===== config.mk =====
export PLATFORM = sky130hd
export DESIGN_NAME = alu_reg32
export DESIGN_NICKNAME = d
export VERILOG_FILES = /design/src/rtl/alu_pkg.sv /design/src/rtl/alu_shifter.sv /design/src/rtl/alu_reg32.sv
export SDC_FILE = /design/constraint.sdc
export NUM_CORES = 1
export LEC_CHECK = 0
export BUFFER_PORTS_ARGS = -buffer_cell sky130_fd_sc_hd__buf_2
export CAP_MARGIN = 20
export CORE_MARGIN = 2
export CORE_UTILIZATION = 45
export DETAILED_ROUTE_END_ITERATION = 8
export GPL_TIMING_DRIVEN = 0
export MAX_ROUTING_LAYER = met4
export SLEW_MARGIN = 25
export SYNTH_ARGS = -nofsm -noshare
export SYNTH_HDL_FRONTEND = slang
export SYNTH_SLANG_ARGS = --single-unit

===== constraint.sdc =====
create_clock -name clk -period 3.65 [get_ports clk]
set_input_delay 0.5475 -clock clk [delete_from_list [all_inputs] [get_ports clk]]
set_output_delay 0.5475 -clock clk [all_outputs]
set_load 0.02 [all_outputs]

===== src/rtl/alu_pkg.sv =====
// Shared opcode encodings and internal shifter selects for the registered ALU.
// Imported by alu_shifter and alu_reg32.
package alu_pkg;

  localparam int OPCODE_W = 5;

  localparam logic [OPCODE_W-1:0] OP_NOP   = 5'b00000;
  localparam logic [OPCODE_W-1:0] OP_ADD   = 5'b00001;
  localparam logic [OPCODE_W-1:0] OP_ADC   = 5'b00010;
  localparam logic [OPCODE_W-1:0] OP_SUB   = 5'b00011;
  localparam logic [OPCODE_W-1:0] OP_SBB   = 5'b00100;
  localparam logic [OPCODE_W-1:0] OP_AND   = 5'b00101;
  localparam logic [OPCODE_W-1:0] OP_OR    = 5'b00110;
  localparam logic [OPCODE_W-1:0] OP_XOR   = 5'b00111;
  localparam logic [OPCODE_W-1:0] OP_NOT   = 5'b01000;
  localparam logic [OPCODE_W-1:0] OP_NEG   = 5'b01001;
  localparam logic [OPCODE_W-1:0] OP_INC   = 5'b01010;
  localparam logic [OPCODE_W-1:0] OP_DEC   = 5'b01011;
  localparam logic [OPCODE_W-1:0] OP_SHL   = 5'b01100;
  localparam logic [OPCODE_W-1:0] OP_SHR   = 5'b01101;
  localparam logic [OPCODE_W-1:0] OP_SAR   = 5'b01110;
  localparam logic [OPCODE_W-1:0] OP_ROL   = 5'b01111;
  localparam logic [OPCODE_W-1:0] OP_ROR   = 5'b10000;
  localparam logic [OPCODE_W-1:0] OP_CMP   = 5'b10001;
  localparam logic [OPCODE_W-1:0] OP_PASSA = 5'b10010;
  localparam logic [OPCODE_W-1:0] OP_PASSB = 5'b10011;

  typedef enum logic [2:0] {
    SH_PASS,
    SH_SHL,
    SH_SHR,
    SH_SAR,
    SH_ROL,
    SH_ROR
  } shift_op_e;

  // Maps an ALU opcode onto the shifter select; non-shift opcodes give SH_PASS.
  function automatic shift_op_e shift_op_of(input logic [OPCODE_W-1:0] op);
    case (op)
      OP_SHL:  return SH_SHL;
      OP_SHR:  return SH_SHR;
      OP_SAR:  return SH_SAR;
      OP_ROL:  return SH_ROL;
      OP_ROR:  return SH_ROR;
      default: return SH_PASS;
    endcase
  endfunction

endpackage


===== src/rtl/alu_shifter.sv =====
// Combinational barrel shifter/rotator: result plus the shift-out carry.
// An amount of zero passes the value through with carry cleared.
module alu_shifter
  import alu_pkg::*;
#(
  parameter int WIDTH = 32,
  parameter int SHW   = $clog2(WIDTH)
) (
  input  shift_op_e          op,
  input  logic [WIDTH-1:0]   value,
  input  logic [SHW-1:0]     amount,
  output logic [WIDTH-1:0]   result,
  output logic               carry
);

  logic [WIDTH:0]     ext;
  logic [2*WIDTH-1:0] dbl;

  always_comb begin
    // NOTE: every variable written here gets a default first so no latch is inferred.
    ext    = '0;
    dbl    = '0;
    result = value;
    carry  = 1'b0;
    case (op)
      SH_SHL: begin
        // The extra top bit catches the last bit shifted out (zero when amount is 0).
        ext    = {1'b0, value} << amount;
        result = ext[WIDTH-1:0];
        carry  = ext[WIDTH];
      end
      SH_SHR: begin
        ext    = {value, 1'b0} >> amount;
        result = ext[WIDTH:1];
        carry  = ext[0];
      end
      SH_SAR: begin
        ext    = $signed({value, 1'b0}) >>> amount;
        result = ext[WIDTH:1];
        carry  = ext[0];
      end
      SH_ROL: begin
        dbl    = {value, value} << amount;
        result = dbl[2*WIDTH-1:WIDTH];
        carry  = (amount != '0) && dbl[WIDTH];
      end
      SH_ROR: begin
        dbl    = {value, value} >> amount;
        result = dbl[WIDTH-1:0];
        carry  = (amount != '0) && dbl[WIDTH-1];
      end
      default: begin
        result = value;
        carry  = 1'b0;
      end
    endcase
  end

endmodule


===== src/rtl/alu_reg32.sv =====
// Registered 32-bit integer ALU with C/S/O/Z flags and one-cycle latency.
// Adder/subtractor, logic ops and the output registers live here; shifts use alu_shifter.
module alu_reg32
  import alu_pkg::*;
#(
  parameter int WIDTH = 32
) (
  input  logic                clk,
  input  logic                rst,
  input  logic [OPCODE_W-1:0] opcode,
  input  logic [WIDTH-1:0]    operando_a,
  input  logic [WIDTH-1:0]    operando_b,
  output logic [WIDTH-1:0]    resultado,
  output logic                C,
  output logic                S,
  output logic                O,
  output logic                Z
);

  localparam int SHW = $clog2(WIDTH);
  localparam int MSB = WIDTH - 1;

  // Shared adder/subtractor operands
  logic [WIDTH-1:0] add_x;
  logic [WIDTH-1:0] add_y;
  logic             add_cin;
  logic             add_sub;
  logic [WIDTH:0]   add_ext;
  logic [WIDTH-1:0] add_sum;
  logic             add_carry;
  logic             add_ovf;

  logic [WIDTH-1:0] sh_result;
  logic             sh_carry;

  logic [WIDTH-1:0] res;
  logic             wr_flags;
  logic             wr_result;
  logic [WIDTH-1:0] r_nxt;
  logic             c_nxt;
  logic             s_nxt;
  logic             o_nxt;
  logic             z_nxt;

  always_comb begin
    add_x   = operando_a;
    add_y   = operando_b;
    add_cin = 1'b0;
    add_sub = 1'b0;
    case (opcode)
      OP_ADC: add_cin = C;
      OP_SUB, OP_CMP: add_sub = 1'b1;
      OP_SBB: begin
        add_sub = 1'b1;
        add_cin = C;
      end
      OP_INC: add_y = WIDTH'(1);
      OP_DEC: begin
        add_sub = 1'b1;
        add_y   = WIDTH'(1);
      end
      OP_NEG: begin
        add_sub = 1'b1;
        add_x   = '0;
        add_y   = operando_a;
      end
      default: ;
    endcase
  end

  // In subtract mode bit WIDTH of the wrapped difference is the borrow.
  assign add_ext = add_sub
                 ? ({1'b0, add_x} - {1'b0, add_y} - (WIDTH + 1)'(add_cin))
                 : ({1'b0, add_x} + {1'b0, add_y} + (WIDTH + 1)'(add_cin));
  assign add_sum   = add_ext[WIDTH-1:0];
  assign add_carry = add_ext[WIDTH];
  assign add_ovf   = add_sub
                   ? ((add_x[MSB] != add_y[MSB]) && (add_sum[MSB] != add_x[MSB]))
                   : ((add_x[MSB] == add_y[MSB]) && (add_sum[MSB] != add_x[MSB]));

  alu_shifter #(
    .WIDTH (WIDTH),
    .SHW   (SHW)
  ) u_shifter (
    .op     (shift_op_of(opcode)),
    .value  (operando_a),
    .amount (operando_b[SHW-1:0]),
    .result (sh_result),
    .carry  (sh_carry)
  );

  always_comb begin
    res       = operando_a;
    wr_flags  = 1'b1;
    wr_result = 1'b1;
    r_nxt     = resultado;
    c_nxt     = C;
    s_nxt     = S;
    o_nxt     = O;
    z_nxt     = Z;
    case (opcode)
      OP_ADD, OP_ADC, OP_INC,
      OP_SUB, OP_SBB, OP_DEC, OP_NEG: begin
        res   = add_sum;
        c_nxt = add_carry;
        o_nxt = add_ovf;
      end
      OP_CMP: begin
        res       = add_sum;
        c_nxt     = add_carry;
        o_nxt     = add_ovf;
        wr_result = 1'b0;
      end
      OP_AND, OP_OR, OP_XOR, OP_NOT, OP_PASSA, OP_PASSB: begin
        case (opcode)
          OP_AND:   res = operando_a & operando_b;
          OP_OR:    res = operando_a | operando_b;
          OP_XOR:   res = operando_a ^ operando_b;
          OP_NOT:   res = ~operando_a;
          OP_PASSB: res = operando_b;
          default:  res = operando_a;
        endcase
        c_nxt = 1'b0;
        o_nxt = 1'b0;
      end
      OP_SHL, OP_SHR, OP_SAR, OP_ROL, OP_ROR: begin
        res   = sh_result;
        c_nxt = sh_carry;
        o_nxt = 1'b0;
      end
      default: begin
        // NOP and the unused encodings hold everything
        wr_flags  = 1'b0;
        wr_result = 1'b0;
      end
    endcase
    if (wr_flags) begin
      s_nxt = res[MSB];
      z_nxt = (res == '0);
    end
    if (wr_result) begin
      r_nxt = res;
    end
  end

  always_ff @(posedge clk or posedge rst) begin
    // NOTE: sequential state uses non-blocking assignments so all registers update together.
    if (rst) begin
      resultado <= '0;
      C         <= 1'b0;
      S         <= 1'b0;
      O         <= 1'b0;
      Z         <= 1'b0;
    end else begin
      resultado <= r_nxt;
      C         <= c_nxt;
      S         <= s_nxt;
      O         <= o_nxt;
      Z         <= z_nxt;
    end
  end

endmodule


==> results of run 1 <==
through the flow:
stage	instance area, um2	TNS [ns]	setup WS, ns	utilization [%]	hold slack (ns)
floorplan	17200	-6.22	-0.716	-	0.588
global placement	18300	-60.45	-2.79	50.3	0.462
detailed placement	18400	-59.86	-2.48	50.5	0.469
CTS	21500	-16.80	-0.975	59.0	0.428
layer usage:
layer  GRT usage (%)  overflow
met5               -         -
met4            75.7        71
met3            61.8         1
met2            91.0        64
met1            81.2         4
cells by family after synthesis:
| group | Yosys count |
|---|---|
| AOI/OAI and AO/OA | 732 |
| and+or+nand+nor | 724 |
| buffers and inverters | 343 |
| muxes | 222 |
| adders and majority gates | 160 |
| xor gates and xnor gates | 45 |
| DFF | 36 |
what timing repair did:
action | in CTS
pin swaps | 103
buffers inserted | 120
setup endpoints to repair | 36
resized for setup | 458
gates cloned | 2
==> flow_summary.yaml, run 1 <==
cts:
  cts_buffer_depth: 2
  cts_max_level: 2
  cts_buffers: 5
  clockRootBuffer: "clkbuf_16"
  cts_hold_buf: 0
  clock-sinks: 36
run_status:
  status: "did not finish"
  error: "[ERROR GRT-0232] Routing congestion too high. Check the congestion heatmap in the GUI."
  haltStage: "5_1_grt"
logic_synthesis:
  synth_top_cell_by_area: "ha_1"
  synth_fa_ha_area_share_pct: 12.3
  synth-seq-area-share_pct: 5.43
  synthXorXnorAreaFrac_pct: 2.38
  synth_async_sr_flop_share_pct: 100
  synthTopCellsByCount: "243 x nand2_1, 192 x nor2_1, 167 x o21ai_0"
  yosys-top-cells-area: "ha_1 12%, mux4_2 9.9%, nand2_1 5.5%"
  synth-compound-area-share_pct: 30.2
  syn-cell-area_um2: 16600
  synth_edf_count: 0
  yosysMostFrequentCell: "nand2_1"
  ys_warn_count: 0
  muxShareOfSynthArea_pct: 20.0
  synthDistinctLibCells: 99
  synth_top_family_by_area: "compound AO/OA/AOI/OAI gates"
  synth-simple-area-share_pct: 20.8
  synth_ff_type: "dfrtp_1"
  synth-seq-cells: 36
  avgSynthCellArea_um2: 7.33
  synthCells: 2262
  synth_top_area_share_pct: 11.8
  syn_nets: 2493
global_route:
  grt_max_degree: 37
  grt.total_usage_pct: 79.0
  grt.overflow.total: 140
die:
  initial_core_util_pct: 45.5
  die_h_um: 196
  die_w_um: 196
  num_io_pins: 107
  row_count: 70
place:
  gp_congestion: 1.32
  post-dp-hpwl_mm: 93.1
  dp.cells: 2840
  numPortBuffers: 105
==> inputs of run 2 (changes only) <==
Settings changed: CORE_UTILIZATION 45 to 30, MAX_ROUTING_LAYER met4 to default, PLACE_DENSITY_LB_ADDON from default to 0.15.
Clock period 3.65 ns to 4.75 ns, I/O delays scaled along.
==> run 2 against run 1 <==
The flow now finishes, with violations (setup timing). Synthesized area unchanged. Synthesized cell count is the same.
==> flow_summary.yaml, run 2 <==
cts:
  cts_buffers: 5
  cts_buffer_depth: 2
  insertion_delay_ns: 0.28
  clk_pin_slew_worst_paths_ns: 0.06
  clockRootBuffer: "clkbuf_16"
  cts_max_level: 2
  clock-sinks: 36
  cts_tree: "done"
logic_synthesis:
  syn-cell-area_um2: 16600
  synth_top_cell_by_area: "ha_1"
  syn_nets: 2493
  yosys-top-cells-area: "ha_1 12%, mux4_2 9.9%, nand2_1 5.5%"
  synth-seq-area-share_pct: 5.43
  yosysMostFrequentCell: "nand2_1"
  ys_warn_count: 0
  synth-seq-cells: 36
  synthCells: 2262
  synth_async_sr_flop_share_pct: 100
  avgSynthCellArea_um2: 7.33
  synth_edf_count: 0
  synth_top_area_share_pct: 11.8
  synthTopCellsByCount: "243 x nand2_1, 192 x nor2_1, 167 x o21ai_0"
  synthDistinctLibCells: 99
  synth_ff_type: "dfrtp_1"
global_route:
  grt_max_degree: 37
  grt_pass1_vias: 20900
  antenna_found_initial: 12
  grt_pass1_wl_mm: 180
  grt.overflow.total: 0
  grt.total_usage_pct: 45.7
min_path:
  holdPathStages: 2
  hp-class: "register to register"
  hp-start: "resultado[19]$_DFFE_PP0P_"
  hold-path-endpoint: "resultado[19]$_DFFE_PP0P_"
timing:
  setup_viol: 8
  rsz0062_at_grt: "yes"
  hold_viol: 0
  slew_viol_final: 0
  relSlewSlack_pct: 25.2
  clock.fmax_mhz: 194
  final.setup.worst_slack_ns: -0.417
  fin_crit_ns: 5.17
  skew_ns: 0.00789
  worst_pin_slew_ns: 1.11
  period_share_pct: 109
pwr:
  p_int_mw: 1.80
  clockPowerShare_pct: 8.9
  switching_share_pct: 56.7
  vdd_ir_drop_max_uv: 164
  finalPower_mw: 4.16
  p_per_area_nw_per_um2: 200
  leakage_nw: 8.40
  switching_power_mw: 2.36
  power_frac_seq_pct: 9.9
  pwr-share-comb_pct: 81.2
run_status:
  violations: "setup timing"
  status: "finished with violations"
cells_and_area:
  final_common_cell: "nand2_1"
  regArea_um2: 901
  layout_common_cells: "239 x nand2_1, 180 x nor2_1, 133 x inv_1"
  multi_input_area_um2: 15500
  drive_gt1_share_pct: 28.7
  fin_area_um2: 20800
  area_growth_syn_to_layout_pct: 25.8
  nets: 2675
  regMostFlops: "resultado"
  n_fill_cell: 5859
  largest_reg_flops: 32
worst_setup_path:
  reg2reg_to: "Z$_DFFE_PP0P_"
  worst-path-buf-inv: 6
  cp_top_family: "buffers and inverters"
  worst-setup-path-type: "input pin to register"
  slowest_delay_ns: 0.89
  reg2reg_slack_ns: 0.34
  cp-start-kind: "input pin"
  timing.rr.start: "C$_DFFE_PP0P_"
  reg2reg_depth: 15
  cp_max_fo: 11
  worstPathCellList: "buf_6, buf_12, buf_12, inv_2, buf_2, clkdlybuf4s15_2, mux2i_1, nor2_1, a2111oi_1, a32oi_4, a211oi_4, nand4_1, nor4_4, nand4_1, o21ai_1"
  cp_slowest_cell: "a2111oi_1"
  setup.worst_path.end_class: "register"
  critical_path_arrival_ns: 5.37
  cp.required_ns: 4.95
die:
  core_area_um2: 54900
  row_count: 86
  die_h_um: 239
  die_w_um: 239
  initial_core_util_pct: 30.2
  design.die.area_um2: 57100
  num_io_pins: 107
routing:
  dr.pass1.iters: 6
  antenna_left: 0
  viasPerCell: 7.05
  drc_errors: 0
  vias: 22200
  detail_route.wirelength_mm: 134
  wire_per_inst_um: 42.7
  drtIter0Drc: 3025
place:
  numPortBuffers: 105
  gp_congestion: 1.11
  placed_area_um2: 18300
  post-dp-hpwl_mm: 108
job:
  maxCapViolations: 0
==> run 2: final cells by class <==
type	count	area share (%)
multi-input combinational	1883	74.5
tap	704	4.23
clock buffer	6	0.618
timing repair buffer	195	6.16
sequential	36	4.32
clock inverter	2	0.168
inverter	143	2.61
antenna	1	0.0120
buffer	180	7.35
==> run 2: how the worst max path moves through the flow <==
| stage | start | endpoint | slack [ns] | cells past startpoint |
|---|---|---|---|---|
| after global placement | opcode[2] | Z$_DFFE_PP0P_ | -2.85 | 20 |
| after floorplan | opcode[2] | Z$_DFFE_PP0P_ | 0.008 | 20 |
| final | operando_b[3] | Z$_DFFE_PP0P_ | -0.42 | 15 |
| after global routing | opcode[2] | Z$_DFFE_PP0P_ | -0.40 | 22 |
| after detailed placement | opcode[2] | Z$_DFFE_PP0P_ | -2.84 | 20 |
| after CTS | opcode[2] | Z$_DFFE_PP0P_ | -0.15 | 23 |
==> run 2: through the flow <==
step	instances	setup TNS, ns	hold slack (ns)	utilization (%)	worst slack (ns)
final	3150	-1.02	0.479	38.0	-0.417
after global routing	3149	-1.26	0.514	38.0	-0.398
after CTS	3127	-0.145	0.482	37.1	-0.145
after detailed placement	3077	-65.00	0.470	33.4	-2.84
after global placement	3071	-65.16	0.470	33.2	-2.85
after floorplan	2262	0	0.588	-	0.00779
==> run 2: logic make-up after synthesis <==
group	Yosys count	share of synthesized area [%]
adders and majority gates	160	12.3
muxes	222	20.0
buffers and inverters	343	9.01
AOI/OAI and AO/OA	732	30.2
and+or+nand+nor	724	20.8
xor gates and xnor gates	45	2.38
DFF	36	5.43
==> run 2: timing repair <==
action                                 CTS  global route
pin swaps                               68            38
setup endpoints to repair               35            15
endpoints found under the hold margin    0             0
cloned                                   2             1
buffers inserted                        60            21
hold buffers                             0             0
resized for setup                      359            79
==> run 2: per-layer routing <==
metal  track usage, %  part of all wire, %  up-vias  routed length (um)
met5                0                0.026        -                  35
met4             36.9                   11        6               14500
met3             10.9                   11      546               14200
met2             68.2                   41     1756               55200
met1             55.9                   38    11000               50500
li1                 -                    -     8900                   -
==> run 2: power by group through the flow <==
stage	logic, mW	clock network (mW)	registers, mW
final	3.38	0.371	0.410
after floorplan	1.60	0	0.482
after detailed placement	2.81	0	0.413
after global placement	2.81	0	0.408
after CTS	3.14	0.375	0.407
after global routing	3.46	0.392	0.415
==> run 2: worst min-delay path, stage by stage, from the launching register on <==
cell and delay [ns]:
dfrtp_1 0.34, nand2_1 0.04, o21ai_0 0.06
Note: power is estimated with default switching activity, not from simulation.
